--- src/rtl/jtpopeye_prio_mix.sv ---
// rtl/jtpopeye_prio_mix.sv - N-layer priority colour mixer with palette RAM and fade engine
//
// Purpose: picks the highest-priority opaque layer (layer 0 wins), looks its
// colour up in a runtime-writable palette, applies blanking and a frame-timed
// brightness fade, and drives registered RGB three pxl2_cen ticks later.
//
// Ports:
//   clk, rst            system clock, synchronous active-high reset
//   pxl2_cen            pixel clock enable; pipeline advances only on it
//   HB_n, VB_n          horizontal / vertical blank, active low
//   layer_idx/vld       packed per-layer colour indexes and opaque flags
//   pal_addr/din/we     palette write port {layer, index} <= {R,G,B}
//   fade_req/dir/rate   fade start pulse, direction (1 = in), frames per step - 1
//   red/green/blue      registered pixel colour
//   pxl_act             output pixel is inside the active area
//   fade_level          current brightness 0..15
//   fade_busy/done      fade in progress / one-clk completion pulse

module jtpopeye_prio_mix #(
   parameter int LAYERS = 3,
   parameter int IW     = 6,
   parameter int LSELW  = 2,
   parameter int CHW    = 3,
   parameter int FRW    = 4
) (
   input  logic                   clk,
   input  logic                   rst,
   input  logic                   pxl2_cen,
   input  logic                   HB_n,
   input  logic                   VB_n,
   input  logic [LAYERS*IW-1:0]   layer_idx,
   input  logic [LAYERS-1:0]      layer_vld,
   input  logic [LSELW+IW-1:0]    pal_addr,
   input  logic [3*CHW-1:0]       pal_din,
   input  logic                   pal_we,
   input  logic                   fade_req,
   input  logic                   fade_dir,
   input  logic [FRW-1:0]         fade_rate,
   output logic [CHW-1:0]         red,
   output logic [CHW-1:0]         green,
   output logic [CHW-1:0]         blue,
   output logic                   pxl_act,
   output logic [3:0]             fade_level,
   output logic                   fade_busy,
   output logic                   fade_done
);

   localparam int AW = LSELW + IW;
   localparam int MW = CHW + 5;

   typedef enum logic {IDLE, STEP} state_t;

   // Palette storage (not reset)
   logic [3*CHW-1:0] pal_mem [0:(1<<AW)-1];

   // Stage A
   logic [AW-1:0]    rd_addr_q;
   logic             hit_a_q, blank_a_q;
   // Stage B
   logic [3*CHW-1:0] pal_q;
   logic             hit_b_q, blank_b_q;
   // Stage C
   logic [CHW-1:0]   red_q, green_q, blue_q;
   logic             act_q;

   // Fade engine
   state_t           state_q;
   logic [3:0]       fade_level_q, target_q;
   logic [FRW-1:0]   cnt_q;
   logic             done_q;
   logic             vb_q;
   logic             frame_tick;

   // Winner select: scanning down from the top leaves the lowest opaque layer
   logic [LSELW-1:0] win_d;
   logic [IW-1:0]    widx_d;

   always_comb begin
      win_d  = '0;
      widx_d = '0;
      for (int i = LAYERS - 1; i >= 0; i--) begin
         if (layer_vld[i]) begin
            win_d  = LSELW'(i);
            widx_d = layer_idx[i*IW +: IW];
         end
      end
   end

   // Brightness scaling: c * (level + 1) >> 4 in CHW+5-bit intermediates
   logic [MW-1:0]  lvl_p1, mul_r, mul_g, mul_b;
   logic [CHW-1:0] sc_r, sc_g, sc_b;

   always_comb begin
      lvl_p1 = MW'(fade_level_q) + MW'(1);
      mul_r  = MW'(pal_q[3*CHW-1 -: CHW]) * lvl_p1;
      mul_g  = MW'(pal_q[2*CHW-1 -: CHW]) * lvl_p1;
      mul_b  = MW'(pal_q[CHW-1   -: CHW]) * lvl_p1;
      sc_r   = mul_r[CHW+3:4];
      sc_g   = mul_g[CHW+3:4];
      sc_b   = mul_b[CHW+3:4];
   end

   logic unused_mul;
   assign unused_mul = ^{mul_r[MW-1], mul_r[3:0], mul_g[MW-1], mul_g[3:0],
                         mul_b[MW-1], mul_b[3:0]};

   // Palette write port; a same-clk read in the pipeline block sees old data
   always_ff @(posedge clk) begin
      if (pal_we) pal_mem[pal_addr] <= pal_din;
   end

   // Pixel pipeline
   always_ff @(posedge clk) begin
      if (rst) begin
         rd_addr_q <= '0;
         hit_a_q   <= 1'b0;
         blank_a_q <= 1'b0;
         pal_q     <= '0;
         hit_b_q   <= 1'b0;
         blank_b_q <= 1'b0;
         red_q     <= '0;
         green_q   <= '0;
         blue_q    <= '0;
         act_q     <= 1'b0;
      end else if (pxl2_cen) begin
         rd_addr_q <= {win_d, widx_d};
         hit_a_q   <= |layer_vld;
         blank_a_q <= !(HB_n & VB_n);
         pal_q     <= pal_mem[rd_addr_q];
         hit_b_q   <= hit_a_q;
         blank_b_q <= blank_a_q;
         if (blank_b_q || !hit_b_q || fade_level_q == 4'd0) begin
            red_q   <= '0;
            green_q <= '0;
            blue_q  <= '0;
         end else begin
            red_q   <= sc_r;
            green_q <= sc_g;
            blue_q  <= sc_b;
         end
         act_q <= !blank_b_q;
      end
   end

   // Frame tick on VB_n falling edge, independent of pxl2_cen
   assign frame_tick = vb_q & ~VB_n;

   logic [3:0] step_lvl;
   assign step_lvl = (target_q > fade_level_q) ? fade_level_q + 4'd1
                                                : fade_level_q - 4'd1;

   always_ff @(posedge clk) begin
      if (rst) begin
         vb_q         <= 1'b0;
         state_q      <= IDLE;
         fade_level_q <= 4'd15;
         target_q     <= 4'd15;
         cnt_q        <= '0;
         done_q       <= 1'b0;
      end else begin
         vb_q   <= VB_n;
         done_q <= 1'b0;
         case (state_q)
            IDLE: begin
               if (fade_req) begin
                  if (fade_level_q == (fade_dir ? 4'd15 : 4'd0)) begin
                     done_q <= 1'b1;
                  end else begin
                     target_q <= fade_dir ? 4'd15 : 4'd0;
                     cnt_q    <= '0;
                     state_q  <= STEP;
                  end
               end
            end
            STEP: begin
               if (frame_tick) begin
                  if (cnt_q == fade_rate) begin
                     cnt_q        <= '0;
                     fade_level_q <= step_lvl;
                     if (step_lvl == target_q) begin
                        state_q <= IDLE;
                        done_q  <= 1'b1;
                     end
                  end else begin
                     cnt_q <= cnt_q + 1'b1;
                  end
               end
            end
            default: state_q <= IDLE;
         endcase
      end
   end

   assign red        = red_q;
   assign green      = green_q;
   assign blue       = blue_q;
   assign pxl_act    = act_q;
   assign fade_level = fade_level_q;
   assign fade_busy  = (state_q == STEP);
   assign fade_done  = done_q;

endmodule

--- config.mk ---
export PLATFORM = sky130hd
export DESIGN_NAME = jtpopeye_prio_mix
export DESIGN_NICKNAME = d
export VERILOG_FILES = /design/src/rtl/jtpopeye_prio_mix.sv
export SDC_FILE = /design/constraint.sdc
export NUM_CORES = 2
export LEC_CHECK = 0
export CAP_MARGIN = 20
export CORE_MARGIN = 2
export CORE_UTILIZATION = 60
export CTS_CLUSTER_SIZE = 8
export DETAILED_ROUTE_END_ITERATION = 8
export PLACE_DENSITY_LB_ADDON = 0.15
export SKIP_LAST_GASP = 1
export SYNTH_ARGS = -nofsm -noshare
export SYNTH_HDL_FRONTEND = slang
export SYNTH_SLANG_ARGS = --single-unit
--- constraint.sdc ---
create_clock -name clk -period 4.2 [get_ports clk]
set_input_delay 1.26 -clock clk [delete_from_list [all_inputs] [get_ports clk]]
set_output_delay 1.26 -clock clk [all_outputs]
set_load 0.03 [all_outputs]
Yosys cells after proc, flatten, opt, wreduce, memory -nomap -nowiden
Memory sizes are Yosys's and may differ from the RTL's. A register that Yosys moved wholly into a read port is not among the register bits. Index checks and enable logic that the tools add are counted.

Logic and storage cells: 75. Output and inout bits: 16. Register bits: 37. RAM bits: 2304. Memories: 1. Input bits: 50.

Bitwise operators: 5. Multiply operators: 3. Add/sub/neg operators: 4. Reduce and logical (&&, ||, !) cells: 10. Magnitude comparators: 1. Eq/ne operators: 6. Mux-type cells: 30.

Memories: pal_mem (depth 256, bits a word 9, read ports 1, clocked after memory_dff 1, wr ports 1, line 54) `logic [3*CHW-1:0] pal_mem [0:(1<<AW)-1];`.

Operators by type and width (number): 2-to-1 mux 4 bit (6); multiplier 3 x 5 -> 7 bit (3); 2-to-1 mux 6 bit (3); equality test 4 bit (3); 2-to-1 mux 1 bit (12); 2-to-1 mux 3 bit (3); AND reduction 3 bit (3); adder 4 x 1 -> 4 bit (second input constant) (2); one-hot mux 4 bit (2 select lines) (1); 2-to-1 mux 2 bit (3); adder 4 x 1 -> 5 bit (second input constant) (1); greater-than comparator 4 bit (1); logical NOT 4 bit (1); != test 2 bit (second input constant) (2); one-hot mux 1 bit (2 select lines) (2); subtractor 4 x 1 -> 4 bit (second input constant) (1); logical NOT 1 bit (3); NOT 1 bit (3); OR reduction 3 bit (1); AND 1 bit (2); logical OR 1 bit (2); != test 2 x 1 -> 1 bit (second input constant) (1).

Longest topological paths before layout
Depth after elaboration: 7. Gate-level depth with buffers: 14. Mapped depth without buffers: 13.

Worst setup path after synthesis
No wires, ideal clock.

Path type: register to register. From: reg fade_level_q[1] (netlist: fade_level[1]). To: reg state_q (netlist: fade_busy). Stages on the path, launching flop included: 13. Setup slack: 0.753 ns. Data arrival time: 3.319 ns. Data required time: 4.072 ns. Path buffers: 0. Cell sequence: dfxtp_1 inv_1 ha_1 nor2b_1 o21a_1 o21a_1 o21ai_0 inv_1 fa_1 xor2_1 or4b_2 mux2i_1 o31ai_1.

Cells in the longest elaborated chain, start to end: 7. Elaborated cells between the ends (all ways): 12.

RTL lines: start, declared (line 68) `logic [3:0] fade_level_q, target_q;`; start signal, assigned (line 179) `fade_level_q <= step_lvl;`; subtractor 4 x 1 -> 4 bit, or another cell as far along (line 150) `: fade_level_q - 4'd1;`; 2-to-1 mux 4 bit (line 149) `assign step_lvl = (target_q > fade_level_q) ? fade_level_q + 4'd1`; equality test 4 bit (line 180) `if (step_lvl == target_q) begin`; 2-to-1 mux 1 bit (line 180); 2-to-1 mux 1 bit (line 177) `if (cnt_q == fade_rate) begin`; 2-to-1 mux 1 bit (line 176) `if (frame_tick) begin`; one-hot mux 1 bit (2 select lines) (*) (line 163) `case (state_q)`; end signal, assigned (line 171) `state_q <= STEP;`; end signal, assigned (line 181) `state_q <= IDLE;`; end signal, assigned (line 189) `default: state_q <= IDLE;`; end, declared (line 67) `state_t state_q;`.

Every way passes the cells marked *; elsewhere a longest branch is shown, timed or not. A chain may end at the register's enable or synchronous reset.

==> impl_metrics.ini <==
[floorplanning]
fp.dieH_um = 397
io_pins = 66
rows = 144
die_w_um = 397
core_area_sq_um = 154000
die_area_sq_um = 157000
initial_core_util = 0.603

[timing]
setup_viol = 0
worst_slack_ns = 0.0828
fmax_mhz = 243
finalClockSkew_ns = 0.0455
fin_crit_sh = 0.980
slew_headroom = 0.252
grt_setup_unrepaired = false
hold_viol_final = 0
tightest_slew_ns = 1.12
slew_violations = 0
period_minus_slack_ns = 4.12

[clock_tree]
tritoncts = built
cts-root-buf = clkbuf_16
clk_pin_slew_ns = 0.05
clk_latency_ns = 0.91
numClockSinks = 2347
numCtsBuffers = 343
ctsHtreeMaxLevel = 5
ctsHoldBuffers = 0
cts_setup_buffers = 0
cts.repair.resized = 0
clockBufferDepth = 4

[placement]
dp_hpwl_um = 153000
port_buffers = 65
post-place-ws_ns = -0.0199
place_congestion = 0.882
place_inst = 7055

[drt]
wl_met2_um = 116000
wl_met3_um = 27400
top_layer_used = met5
vias = 50400
wl_met1_um = 94400
drc = 0
dr.pass1.iters = 6
wl_um = 246000
dr.first_iter.drc_count = 7892
ant_nets = 0
wl_per_cell_um = 33.0
viasPerCell = 6.75

[synth]
synthFlopType = edfxtp_1
synthArstFlopShare = 0
synth_edf_count = 2304
yosys_warnings = 0
postSynthCellCount = 4659
ys_ff_latch = 2347
yosysSeqAreaShare = 0.757
synth_area_leaders = edfxtp_1, mux4_2, mux2i_1
syn_nets = 4740
netlist_area_sq_um = 92500
yosysTopAreaCellShare = 0.748
yosys.area.top_type = edfxtp_1
synth.distinct_cells = 73
avgSynthCellArea_sq_um = 19.9

[cells_and_area]
layout_common_cells = edfxtp_1, buf_4, mux4_2
drive_above_1_share = 0.260
area_delta_synth_final_pct = 16.4
finalNonFillerCells = 7466
layout_commonest_cell = edfxtp_1
final_net_count = 5437

[global_routing]
grt.total_usage = 0.317
grt_pass1_vias = 49800
overflow = 0
grt_pass1_wl_um = 354000
antenna_found_initial = 8
grt_max_degree = 105

[critical_path]
worst_setup_path_end_kind = flop
ff2ff_path_depth = 9
crit_type = flop to flop
rrSetupSlack_ns = 0.08
crit_path_end = pal_q[1]$_SDFFE_PP0P_
rr_startpoint = rd_addr_q[5]$_SDFFE_PP0P_
start_kind = flop
required_ns = 4.99
r2r_end = pal_q[1]$_SDFFE_PP0P_
crit_start = rd_addr_q[5]$_SDFFE_PP0P_
arrival_ns = 4.90
cp_max_fo = 13

[worst_hold_path]
hold_class = flop to flop

[run_status]
status = completed

[power_and_ir_drop]
cellPowerDensity_nw_per_um2 = 485
leakage_nw = 34.4
ir_worst_vdd_mv = 0.512

[job]
cap_viol_max_count = 0
==> state kept, by name (all words and copies together) (netlist names), 3 cells and up <==
register    count
pal_mem      2304
pal_q           9
rd_addr_q       8
cnt_q           4
fade_level      4
blue            3
green           3
red             3
==> synth_stat cells, types with 10 or more instances <==
master	instances
nand2_1	155
o22ai_1	90
o21ai_0	57
inv_1	29
a22oi_1	60
o221ai_1	57
xnor2_1	17
a2111oi_0	21
ha_1	21
buf_6	48
and2_1	18
nand4_1	22
nor2_1	331
fa_1	10
nor3_1	34
mux4_2	456
nor2b_1	28
buf_1	14
clkbuf_1	117
dfxtp_1	43
nand3_1	53
buf_2	56
buf_4	23
a21oi_1	81
nor4_1	10
a211oi_1	28
mux2i_1	311
edfxtp_1	2304
buf_8	12
==> stage by stage <==
| stage | hold slack [ns] | utilization | setup TNS (ns) | total power [W] | cell area (sq um) |
|---|---|---|---|---|---|
| 2_1_floorplan | 0.439 | - | 0 | 0.0278 | 92500 |
| 5_1_grt | 0.496 | 0.702 | 0 | 0.0536 | 108000 |
| 6_report | 0.470 | 0.702 | 0 | 0.0523 | 108000 |
| 3_5_place_dp | 0.471 | 0.643 | -0.0199 | 0.0290 | 98800 |
| 4_1_cts | 0.477 | 0.702 | 0 | 0.0525 | 108000 |
| 3_3_place_gp | 0.457 | 0.643 | -0.365 | 0.0290 | 98700 |
==> power breakdown <==
part,total (W),leakage [nW],internal (W),switching [W]
registers,0.0259,21.1,0.0258,0.0000973
clock network,0.0236,4.37,0.0146,0.00906
logic,0.00271,9.01,0.000994,0.00171
==> metal layers <==
layer,GRT usage,up-vias
met5,0,-
met4,0.109,16
met3,0.0728,507
met2,0.484,3295
met1,0.457,26100
li1,-,20400
==> area by class of cell <==
class                           count  area, sq um
Inverter                           29          114
Clock inverter                      8          106
Multi-Input combinational cell   2005        20600
Sequential cell                  2347        70100
Antenna cell                        1         2.50
Fill cell                        9287        45800
Timing Repair Buffer              630         5450
Clock buffer                      402         8850
Tap cell                         2044         2560
==> how the worst min path moves through the flow <==
| stage | start | endpoint | cells after the start |
|---|---|---|---|
| 6_report | blank_b_q$_SDFFE_PP0P_ | pxl_act$_SDFFE_PP0P_ | 1 |
| 5_1_grt | blank_b_q$_SDFFE_PP0P_ | pxl_act$_SDFFE_PP0P_ | 1 |
| 4_1_cts | blank_b_q$_SDFFE_PP0P_ | pxl_act$_SDFFE_PP0P_ | 1 |
| 3_5_place_dp | blank_b_q$_SDFFE_PP0P_ | pxl_act$_SDFFE_PP0P_ | 1 |
| 3_3_place_gp | blank_b_q$_SDFFE_PP0P_ | pxl_act$_SDFFE_PP0P_ | 1 |
| 2_1_floorplan | blank_b_q$_SDFFE_PP0P_ | pxl_act$_SDFFE_PP0P_ | 1 |
==> cells by family (layout without fill, tap and decap cells) <==
group | Yosys count | after routing | synth area share
AO/OA/AOI/OAI | 489 | 489 | 0.0368
multiplexers | 768 | 768 | 0.145
adder cells (fa/ha/maj) | 31 | 31 | 0.00500
other | 0 | 1 | 0
AND/OR/NAND/NOR | 695 | 695 | 0.0332
XOR/XNOR | 22 | 22 | 0.00208
flip-flops | 2347 | 2347 | 0.757
buffers and inverters | 307 | 1069 | 0.0209
==> critical path, stage by stage (launching register included) <==
cell	delay [ns]
dfxtp_1	0.77
nor2b_1	0.70
nand2b_1	0.47
buf_4	0.33
buf_4	0.17
a211oi_1	0.59
o21ai_0	0.40
nand4_1	0.20
nor3_1	0.08
a221o_1	0.26
No activity file was read; power rests on OpenSTA's default activity.
